**config.mk**
```make
export PLATFORM = sky130hd
export DESIGN_NAME = text_console_writer
export DESIGN_NICKNAME = d
export VERILOG_FILES = /design/src/rtl/video_pkg.sv /design/src/rtl/vram_fill_copy.sv /design/src/rtl/text_console_writer.sv
export SDC_FILE = /design/constraint.sdc
export NUM_CORES = 1
export LEC_CHECK = 0
export ABC_AREA = 1
export ABC_CLOCK_PERIOD_IN_PS = 1600
export CORE_MARGIN = 2
export CORE_UTILIZATION = 55
export CTS_BUF_LIST = sky130_fd_sc_hd__clkbuf_4 sky130_fd_sc_hd__clkbuf_8
export DETAILED_ROUTE_END_ITERATION = 8
export DONT_BUFFER_PORTS = 1
export GPL_ROUTABILITY_DRIVEN = 1
export HOLD_SLACK_MARGIN = 0.12
export PLACE_DENSITY = 0.73
export SETUP_SLACK_MARGIN = 0.1
export SLEW_MARGIN = 30
export SYNTH_ARGS = -nofsm -noshare
export SYNTH_HDL_FRONTEND = slang
export SYNTH_SLANG_ARGS = --single-unit
```
**constraint.sdc**
```tcl
create_clock -name clk_pixel -period 1.6 [get_ports clk_pixel]
set_input_delay 0.24 -clock clk_pixel [delete_from_list [all_inputs] [get_ports clk_pixel]]
set_output_delay 0.24 -clock clk_pixel [all_outputs]
set_load 0.02 [all_outputs]
```
**src/rtl/video_pkg.sv**
```systemverilog
// rtl/video_pkg.sv - shared geometry, control codes and writer states for the character buffer
package video_pkg;

    localparam int COLS        = 64;
    localparam int ROWS        = 40;
    localparam int COL_W       = 6;
    localparam int ROW_W       = 6;
    localparam int CHAR_WIDTH  = 8;
    localparam int CHAR_HEIGHT = 8;

    localparam logic [15:0] BASE_ADDR = 16'hF600;
    localparam logic [7:0]  FILL_CHAR = 8'h20;

    // Lengths of the three bulk operations, in bytes
    localparam logic [15:0] BUF_LEN  = 16'(COLS * ROWS);
    localparam logic [15:0] COPY_LEN = 16'(COLS * (ROWS - 1));
    localparam logic [15:0] ROW_LEN  = 16'(COLS);

    localparam logic [COL_W-1:0] COL_LAST = COL_W'(COLS - 1);
    localparam logic [ROW_W-1:0] ROW_LAST = ROW_W'(ROWS - 1);

    localparam logic [7:0] CC_BS = 8'h08;
    localparam logic [7:0] CC_LF = 8'h0A;
    localparam logic [7:0] CC_FF = 8'h0C;
    localparam logic [7:0] CC_CR = 8'h0D;

    typedef enum logic [2:0] {
        ST_CLEAR,
        ST_IDLE,
        ST_PUT,
        ST_SCROLL,
        ST_SCROLL_BLANK
    } state_t;

    // COLS is a power of two, so the cell offset is just row and column side by side
    function automatic logic [15:0] cell_addr(input logic [ROW_W-1:0] row,
                                              input logic [COL_W-1:0] col);
        return BASE_ADDR + ((16'(row) << COL_W) | 16'(col));
    endfunction

endpackage

```
**src/rtl/vram_fill_copy.sv**
```systemverilog
// rtl/vram_fill_copy.sv - counter-driven fill/copy engine for the video RAM ports
module vram_fill_copy (
    input  logic        clk,
    input  logic        rst_n,
    input  logic        start,
    input  logic        copy,
    input  logic [15:0] src,
    input  logic [15:0] dst,
    input  logic [15:0] len,
    input  logic [7:0]  fill_data,
    input  logic [7:0]  rd_din,
    output logic        rd_en,
    output logic [15:0] rd_addr,
    output logic        wr_en,
    output logic [15:0] wr_addr,
    output logic [7:0]  wr_data,
    output logic        done
);

    logic        copy_q;
    logic [7:0]  fill_q;
    logic [15:0] rd_left;
    logic [15:0] wr_left;

    // In copy mode the byte comes straight from the RAM output register, so a write
    // can follow its read by exactly one cycle
    assign wr_data = copy_q ? rd_din : fill_q;

    // Address counters: done is high during the cycle that carries the final write
    always_ff @(posedge clk or negedge rst_n) begin
        if (!rst_n) begin
            copy_q  <= 1'b0;
            fill_q  <= '0;
            rd_en   <= 1'b0;
            rd_addr <= '0;
            rd_left <= '0;
            wr_en   <= 1'b0;
            wr_addr <= '0;
            wr_left <= '0;
            done    <= 1'b0;
        end else if (start) begin
            copy_q  <= copy;
            fill_q  <= fill_data;
            rd_addr <= src;
            wr_addr <= dst;
            rd_en   <= copy;
            wr_en   <= !copy;
            rd_left <= len - 16'd1;
            wr_left <= len - 16'd1;
            done    <= !copy && (len == 16'd1);
        end else if (copy_q) begin
            wr_en <= rd_en;
            done  <= rd_en && (rd_left == 16'd0);
            if (wr_en) begin
                wr_addr <= wr_addr + 16'd1;
            end
            if (rd_en) begin
                if (rd_left != 16'd0) begin
                    rd_addr <= rd_addr + 16'd1;
                    rd_left <= rd_left - 16'd1;
                end else begin
                    rd_en <= 1'b0;
                end
            end
        end else begin
            done <= wr_en && (wr_left == 16'd1);
            if (wr_en) begin
                if (wr_left != 16'd0) begin
                    wr_addr <= wr_addr + 16'd1;
                    wr_left <= wr_left - 16'd1;
                end else begin
                    wr_en <= 1'b0;
                end
            end
        end
    end

endmodule

```
**src/rtl/text_console_writer.sv**
```systemverilog
// rtl/text_console_writer.sv - byte stream to character buffer writer with cursor, wrap and scroll
module text_console_writer
    import video_pkg::*;
(
    input  logic             clk_pixel,
    input  logic             clk_locked,
    input  logic [7:0]       ch_data,
    input  logic             ch_valid,
    output logic             ch_ready,
    output logic [15:0]      wr_addr,
    output logic [7:0]       wr_data,
    output logic             wr_en,
    output logic [15:0]      rd_addr,
    output logic             rd_en,
    input  logic [7:0]       rd_din,
    output logic [COL_W-1:0] cursor_col,
    output logic [ROW_W-1:0] cursor_row,
    output logic             busy
);

    state_t           state_q, state_d;
    logic [COL_W-1:0] col_q, col_d;
    logic [ROW_W-1:0] row_q, row_d;
    logic             boot_q;
    logic             accept;

    logic             eng_start;
    logic             eng_copy;
    logic             eng_done;
    logic [15:0]      eng_src;
    logic [15:0]      eng_dst;
    logic [15:0]      eng_len;
    logic [7:0]       eng_fill;

    assign accept     = ch_valid && ch_ready;
    assign cursor_col = col_q;
    assign cursor_row = row_q;

    // Next state, cursor update and engine launch; every bulk or single write goes through the engine
    always_comb begin
        state_d   = state_q;
        col_d     = col_q;
        row_d     = row_q;
        eng_start = 1'b0;
        eng_copy  = 1'b0;
        eng_src   = BASE_ADDR + ROW_LEN;
        eng_dst   = BASE_ADDR;
        eng_len   = BUF_LEN;
        eng_fill  = FILL_CHAR;
        case (state_q)
            ST_CLEAR: begin
                if (boot_q) begin
                    eng_start = 1'b1;
                end else if (eng_done) begin
                    state_d = ST_IDLE;
                    col_d   = '0;
                    row_d   = '0;
                end
            end
            ST_IDLE: begin
                if (accept) begin
                    case (ch_data)
                        CC_CR: col_d = '0;
                        CC_BS: begin
                            if (col_q != '0) begin
                                col_d = col_q - 1'b1;
                            end
                        end
                        CC_FF: begin
                            state_d   = ST_CLEAR;
                            eng_start = 1'b1;
                        end
                        CC_LF: begin
                            if (row_q != ROW_LAST) begin
                                row_d = row_q + 1'b1;
                            end else begin
                                state_d   = ST_SCROLL;
                                eng_start = 1'b1;
                                eng_copy  = 1'b1;
                                eng_len   = COPY_LEN;
                            end
                        end
                        default: begin
                            state_d   = ST_PUT;
                            eng_start = 1'b1;
                            eng_dst   = cell_addr(row_q, col_q);
                            eng_len   = 16'd1;
                            eng_fill  = ch_data;
                        end
                    endcase
                end
            end
            ST_PUT: begin
                state_d = ST_IDLE;
                if (col_q != COL_LAST) begin
                    col_d = col_q + 1'b1;
                end else begin
                    col_d = '0;
                    if (row_q != ROW_LAST) begin
                        row_d = row_q + 1'b1;
                    end else begin
                        state_d   = ST_SCROLL;
                        eng_start = 1'b1;
                        eng_copy  = 1'b1;
                        eng_len   = COPY_LEN;
                    end
                end
            end
            ST_SCROLL: begin
                if (eng_done) begin
                    state_d   = ST_SCROLL_BLANK;
                    eng_start = 1'b1;
                    eng_dst   = BASE_ADDR + COPY_LEN;
                    eng_len   = ROW_LEN;
                end
            end
            ST_SCROLL_BLANK: begin
                if (eng_done) begin
                    state_d = ST_IDLE;
                    col_d   = '0;
                    row_d   = ROW_LAST;
                end
            end
            default: begin
                state_d   = ST_CLEAR;
                eng_start = 1'b1;
            end
        endcase
    end

    // State, cursor and handshake/status registers; boot_q kicks off the clear after reset
    always_ff @(posedge clk_pixel or negedge clk_locked) begin
        if (!clk_locked) begin
            state_q  <= ST_CLEAR;
            col_q    <= '0;
            row_q    <= '0;
            boot_q   <= 1'b1;
            busy     <= 1'b0;
            ch_ready <= 1'b0;
        end else begin
            state_q  <= state_d;
            col_q    <= col_d;
            row_q    <= row_d;
            boot_q   <= 1'b0;
            busy     <= (state_d == ST_CLEAR) || (state_d == ST_SCROLL) ||
                        (state_d == ST_SCROLL_BLANK);
            ch_ready <= (state_d == ST_IDLE);
        end
    end

    vram_fill_copy u_engine (
        .clk       (clk_pixel),
        .rst_n     (clk_locked),
        .start     (eng_start),
        .copy      (eng_copy),
        .src       (eng_src),
        .dst       (eng_dst),
        .len       (eng_len),
        .fill_data (eng_fill),
        .rd_din    (rd_din),
        .rd_en     (rd_en),
        .rd_addr   (rd_addr),
        .wr_en     (wr_en),
        .wr_addr   (wr_addr),
        .wr_data   (wr_data),
        .done      (eng_done)
    );

endmodule

```
==> metrics, run 1 <==
run status finished, violations left; failing checks hold timing, setup timing; Die Height 109 um; hold slack -0.472 ns; Via density roughly 5.8; Comb power frac 0.022; cells after synthesis 889; routed vias 7,101; WS Path Type flop to flop; Die W 109 um; top cells by area, synth dfrtp_1, nand2_1, nor2_1, inv_1, nand3_1; core area approximately 11,000 um2; Post-Synth Adder-Cell Area 0.0267; RSZ-0062 raised after global routing yes; DP Wirelength between 10,000 and 15,000 um; Clock transition at path regs 0.10 ns; post-route ant nets 0; share of layout cells above drive strength 1 0.367; Clk Latency, worst-skew pair 0.40 ns; Avg WL per Cell 18.0 um; crit-path cells ha_4 > nand2_4 > inv_2 > nand3_2 > nor2_2 > nand2_2 > buf_4 > buf_4 > buf_4 > nand3b_1 > nand3_2 > a21oi_2; pin count of the biggest net entering global routing 95; vias in the first global route 6,500; CTS max path bufs 2; Post-CTS Hold Buffers 8; final worst setup slack -0.335 ns; Worst path max stage delay 0.40 ns; I/O pin total 75; slowest CP cell dfrtp_2; Overall Global Routing Usage 0.319; worst r2r path cells 12; synth warn 0; Synth top area share 0.382; Hold Crit Class primary input to asynchronous set/reset pin; initial antenna violation count 0; Worst-Margin Slew 0.529 ns; Rows 38; Initial Util 0.562; total die area 11,900 um2; reg-to-reg slack, setup -0.34 ns; Compound-Gate Fraction of Synth Area 0.0850; P_leak 4.57 nW; RR Endpoint u_engine.rd_left[7]$_DFFE_PN0P_; total power of the final layout 3.96 mW; worst vdd ir 0.433 mV; max-slew violation count 0; Max Clock Freq 517 MHz; DRT iter0 DRCs 540; first drt pass iteration count 8; PwrDens 444 nW/um2; DRC viols 0; Final #Nets 1,112; highest-count cells in the layout ignoring fill and taps nand2_1, buf_4, nor2_1; Internal Power 2.99 mW; Net Count, Synth 921; Max-Cap Viols 0; Port-buffer cells 0; min Tclk post-route 1.94 ns; first-pass GRT wire length 29,600 um; synthesized area 6090 um2; ANT cells 0; CTS Sinks 94; crit-path max FO 4; most common cell after layout, fill and taps aside nand2_1; Worst slew margin 0.643; nature of the critical path endpoint flop; Final setup violation count 91; Reg power frac 0.600; GR Overflow Total 0; Synth Register Bits 94; CP required roughly 1.9 ns; Setup WS pre-CTS -0.218 ns; Yosys cell types 34; Seq/Total Area, Yosys 0.386; CTS buffer count 9; main combinational cell family by area after synthesis simple AND/OR/NAND/NOR gates; most used cell, CP buf_4; post-synthesis xor/xnor area fraction 0.0560; syn avg cell area 6.86 um2; Clock power frac 0.378; H-tree levels 3; NetSw a little under 1 mW; mux cell area share after synthesis 0; RD Place Congestion 0.904; biggest area consumer among synthesized cells dfrtp_1; TritonCTS clock tree yes; Layout Skew 0.0204 ns; crit share post-route 1.21; routed wire length 22,100 um; Synth Area in Simple Gates 0.354; Layout Area Growth over Synthesis 46.1%; Setup crit start kind flop; Reg-to-Reg Start cursor_row[0]$_DFFE_PN0P_; clk root buf clkbuf_8; Worst Path Arrival about 2.3 ns; Sw Share 0.244; final hold violation count 94
-- worst max-delay path, delay by kind of cell (launching register included) --
| family | cells | cell delay (ns) |
|---|---|---|
| AO/OA/AOI/OAI | 1 | 0.18 |
| adder cells (fa/ha/maj) | 1 | 0.15 |
| buffers and inverters | 4 | 0.47 |
| flip-flops | 1 | 0.40 |
| AND/OR/NAND/NOR | 6 | 0.66 |
-- repair_timing --
action                                  CTS  global route
hold endpoints to repair                102            94
buffers inserted                         16            13
gates resized for setup                  95           113
gates cloned                              3             5
endpoints found under the setup margin   98           100
pin swaps                                21            29
-- per-stage QoR --
stage          area, um2  std cells  hold slack (ns)   util  setup TNS (ns)
3_3_place_gp        7590       1165          -0.0528  0.700           -7.28
5_1_grt             8910       1225           -0.481  0.822          -22.87
3_5_place_dp        7590       1165          -0.0529  0.700          -11.07
6_report            8910       1225           -0.472  0.822          -17.85
2_1_floorplan       6350        889          -0.0556      -           -5.18
4_1_cts             8280       1207           -0.482  0.764           -9.09
-- logic make-up (layout without fill, tap and decap cells) --
group,Yosys count,count (layout)
adder cells (fa/ha/maj),13,13
AO/OA/AOI/OAI,99,99
flip-flops,94,94
other,1,1
AND/OR/NAND/NOR,516,517
XOR/XNOR,39,39
buffers and inverters,127,322
-- sequential cells by signal, indices dropped and copies added (netlist names), 3 cells and up --
register,count
cursor_col,6
state_q,3
u_engine.rd_left,16
u_engine.wr_addr,16
cursor_row,6
u_engine.wr_left,16
u_engine.fill_q,8
u_engine.rd_addr,16
-- power groups by stage --
| stage | sequential, mW | clock (mW) | combinational, mW |
|---|---|---|---|
| global placement | 2.42 | 0 | 0.0481 |
| finish | 2.38 | 1.50 | 0.0851 |
| CTS | 2.38 | 1.49 | 0.0708 |
| global route | 2.38 | 1.58 | 0.0899 |
| detailed placement | 2.42 | 0 | 0.0492 |
| floorplan | 2.42 | 0 | 0.0328 |
-- worst max-delay path by stage --
stage / slack, ns / start / to / depth (start not counted)
floorplan: -0.16 / cursor_row[1]$_DFFE_PN0P_ / u_engine.wr_left[6]$_DFFE_PN0P_ / 14
global placement: -0.17 / cursor_row[4]$_DFFE_PN0P_ / u_engine.rd_left[6]$_DFFE_PN0P_ / 12
detailed placement: -0.22 / cursor_row[1]$_DFFE_PN0P_ / u_engine.rd_left[7]$_DFFE_PN0P_ / 12
CTS: -0.16 / state_q[0]$_DFF_PN0_ / u_engine.rd_left[6]$_DFFE_PN0P_ / 13
global route: -0.37 / cursor_row[0]$_DFFE_PN0P_ / u_engine.rd_left[7]$_DFFE_PN0P_ / 12
finish: -0.34 / cursor_row[0]$_DFFE_PN0P_ / u_engine.rd_left[7]$_DFFE_PN0P_ / 12
-- metal layers --
layer / vias to the layer above / track usage / share of wire
met3: 117 / 0.0502 / 0.070
li1: 3188 / - / -
met5: - / 0 / 0
met1: 3396 / 0.363 / 0.36
met4: 0 / 0.158 / 0.066
met2: 400 / 0.577 / 0.50
-- final cells by class --
class,instances,area (um2)
timing repair buffer,201,1820
fill,630,1930
inverter,105,409
sequential,94,2370
multi-input combinational,669,3960
tap,140,175
clock buffer,10,131
clock inverter,6,38.8
-- synthesized netlist by cell type --
master,n
a211oi_1,1
a21oi_1,30
a22oi_1,1
a31o_2,1
a31oi_1,3
buf_2,9
buf_4,6
buf_6,6
clkbuf_1,1
conb_1,1
dfrtp_1,93
dfstp_2,1
ha_1,13
inv_1,99
inv_2,6
nand2_1,300
nand2_2,3
nand2_4,1
nand3_1,60
nand3_2,4
nand3b_1,3
nand4_1,18
nor2_1,104
nor2_2,7
nor2_4,2
nor3_1,13
o211ai_1,1
o21ai_0,38
o21ai_1,20
o21ai_2,1
o22ai_1,3
or2_1,1
xnor2_1,6
xor2_1,33
No activity file was read; power rests on OpenSTA's default activity.
==> inputs of run 2 (changes only) <==
--- a/config.mk
+++ b/config.mk
@@ -19,4 +19,5 @@
 export SLEW_MARGIN = 30
 export SYNTH_ARGS = -nofsm -noshare
 export SYNTH_HDL_FRONTEND = slang
+export SYNTH_HIERARCHICAL = 1
 export SYNTH_SLANG_ARGS = --single-unit
==> metrics, run 2 <==
Worst path max stage delay 0.44 ns (+0.04 ns); Die Height 119 um (+8.5%); top cells by area, synth dfrtp_1, nand2_1, nand3_1, nor2_1, inv_1; P_leak 5.31 nW (+16%); Yosys cell types 45 (+32%); Max-Cap Viols 0 (unchanged); vias in the first global route 8,079 (+24%); max-slew violation count 0 (unchanged); final hold violation count 94 (unchanged); Layout Skew 0.0175 ns (-0.00286 ns); multi-input logic area 5250 um2 (+32%); dpl cell area 8910 um2 (+17%); DRC viols 0 (unchanged); Worst Path Arrival 2.67 ns (+0.42 ns); CTS buffer count 9 (unchanged); Initial Util 0.567 (+0.00467); Post-CTS Hold Buffers 4 (-4); total die area 14,000 um2 (+18%); RD Place Congestion 0.947 (+4.7%); Seq/Total Area, Yosys 0.326 (-0.0598); Internal Power 4.37 mW (+46%); clk root buf clkbuf_8; Top FF cell, synth dfrtp_1; Post-synth top cells nand2_1, nor2_1, inv_1, nand3_1, dfrtp_1; Final setup violation count 92 (+1.1%); Reg power frac 0.429 (-0.171); hold slack -0.496 ns (-0.0242 ns); worst vdd ir 0.895 mV (+110%); Post-synth EDFFs 0 (unchanged); Top delay family on crit path simple AND/OR/NAND/NOR gates; Clk Latency, worst-skew pair 0.42 ns (+0.02 ns); CTS max path bufs 2 (unchanged); most common cell after layout, fill and taps aside nand2_1; Avg WL per Cell 18.6 um (+3.2%); RSZ-0062 raised after global routing yes; CP required 1.95 ns (+0.04 ns); Setup crit start kind flop; Clock power frac 0.305 (-0.073); Worst-Margin Slew 0.619 ns (+0.0900 ns); Clock transition at path regs 0.11 ns (about the same); count leader, synth nand2_1; Max Clock Freq 430 MHz (-17%); TritonCTS clock tree yes; synth warn 6 (+6); Layout Area Growth over Synthesis 46.9%; synthesized area 7210 um2 (+18%); cells after synthesis 1,116 (+26%); pin count of the biggest net entering global routing 95 (unchanged); fillers 750 (+19%); WS Path Type flop to flop; initial antenna violation count 0 (unchanged); H-tree levels 3 (unchanged); slowest CP cell dfrtp_2; Worst slew margin 0.586 (-0.0578); Sw Share 0.352 (+0.109); run status finished, violations left; Reg-to-Reg Start cursor_row[3]$_DFFE_PN0P_; Rows 41 (+7.9%); DP Wirelength 14,800 um (+19%); Hold Crit Class primary input to asynchronous set/reset pin; Synth Register Bits 94 (unchanged); PwrDens 636 nW/um2 (+43%); first-pass GRT wire length 37,700 um (+27%); Die W 119 um (+8.5%); crit share post-route 1.45 (+0.245); Async S/R FF share, synth 1.00 (unchanged); buffers and inverters on the worst path 2 (-2); highest-count cells in the layout ignoring fill and taps nand2_1, buf_4, inv_1, nor2_1, nand3_1; routed wire length 28,700 um (+30%); Reg area 2370 um2 (-0.16%); failing checks hold timing, setup timing; Worst Setup SP cursor_row[3]$_DFFE_PN0P_; Port-buffer cells 0 (unchanged); CTS Sinks 94 (unchanged); first drt pass iteration count 8 (unchanged); GR Overflow Total 0 (unchanged); share of layout cells above drive strength 1 0.360 (-0.00650); min Tclk post-route 2.33 ns (+0.392 ns); reg-to-reg slack, setup -0.73 ns (-0.39 ns); crit-path max FO 13 (+9); ANT cells 0 (unchanged); Final #Nets 1,399 (+26%); routed vias 9,064 (+28%); nature of the critical path endpoint flop; Comb power frac 0.266 (+0.244); NetSw 2.37 mW (+150%); biggest area consumer among synthesized cells dfrtp_1; crit-path cells nor2_4 > nand2_4 > nor2_4 > nand2_1 > nand2_1 > nand2_2 > o2111ai_4 > inv_6 > buf_4 > nor2_2 > nand3_1 > nor3_1 > a21o_1; Synth top area share 0.323 (-0.0592); DRT iter0 DRCs 1,134 (+110%); Final Cell Area 10,600 um2 (+19%); Overall Global Routing Usage 0.331 (+0.0122); final worst setup slack -0.727 ns (-0.392 ns); post-route ant nets 0 (unchanged); core area 12,700 um2 (+17%); Via density 5.87 (+1.3%); syn avg cell area 6.46 um2 (-5.7%); I/O pin total 75 (unchanged)
run 2: per-stage QoR:
stage	setup TNS, ns	std cells	total power, mW	util	setup slack [ns]
finish	-48.04	1543	6.74	0.833	-0.727
global route	-55.00	1543	7.03	0.833	-0.852
CTS	-26.89	1522	6.53	0.781	-0.416
detailed placement	-31.68	1470	4.48	0.700	-0.542
global placement	-28.73	1470	4.44	0.700	-0.551
floorplan	-27.60	1163	3.98	-	-0.425
run 2: power groups by stage:
stage,combinational (mW),clock [mW],sequential (mW)
after floorplan,0.926,0,3.06
after global placement,1.53,0,2.91
after detailed placement,1.57,0,2.91
after CTS,1.64,2.01,2.87
after global routing,1.97,2.13,2.93
final,1.79,2.06,2.89
run 2: cell type report:
class / instances / share of cell area
timing repair buffer: 222 / 0.191
sequential: 94 / 0.223
multi-input combinational: 913 / 0.495
clock inverter: 7 / 0.0113
inverter: 125 / 0.0464
tap: 172 / 0.0203
timing repair inverter: 1 / 0.000708
clock buffer: 9 / 0.0117
run 2: timing repair:
item / 4_1_cts / 5_1_grt
cloned: 4 / 2
resized for setup: 170 / 147
setup buffers: 29 / 27
pin swaps: 57 / 72
setup endpoints to repair: 98 / 101
endpoints found under the hold margin: 98 / 94
run 2: final timing paths:
kind / end / cells past startpoint
worst min register to register: u_engine/fill_q[3]$_DFFE_PN0P_ / 2
min in group clk_pixel: u_engine/fill_q[0]$_DFFE_PN0P_ / 5
max in group asynchronous: boot_q$_DFF_PN1_ / 0
worst max register to register: u_engine/done$_DFF_PN0_ / 13
worst min-delay path: u_engine/wr_addr[13]$_DFFE_PN0P_ / 0
worst max-delay path: u_engine/done$_DFF_PN0_ / 13
run 2: worst register-to-register path: stages, from the launching register on:
cell and delay [ns]:
dfrtp_2 0.44, nor2_4 0.14, nand2_4 0.08, nor2_4 0.20
nand2_1 0.10, nand2_1 0.14, nand2_2 0.11, o2111ai_4 0.19
inv_6 0.16, buf_4 0.18, nor2_2 0.13, nand3_1 0.10
nor3_1 0.15, a21o_1 0.13
run 2: cells by family (layout without fill, tap and decap cells):
logic type | Yosys count | after routing | share of synthesized area
and+or+nand+nor | 707 | 707 | 0.425
DFF | 94 | 94 | 0.326
adders and majority gates | 14 | 14 | 0.0243
xor gates and xnor gates | 29 | 29 | 0.0352
muxes | 1 | 1 | 0.00139
other | 2 | 49 | 0.00104
buffers and inverters | 156 | 364 | 0.0921
AOI/OAI and AO/OA | 113 | 113 | 0.0947
run 2: per-layer routing:
layer	up-vias	global-route usage	share of wire
li1	3995	-	-
met1	4153	0.409	0.35
met2	689	0.545	0.46
met3	227	0.0729	0.10
met4	0	0.167	0.085
met5	-	0	0
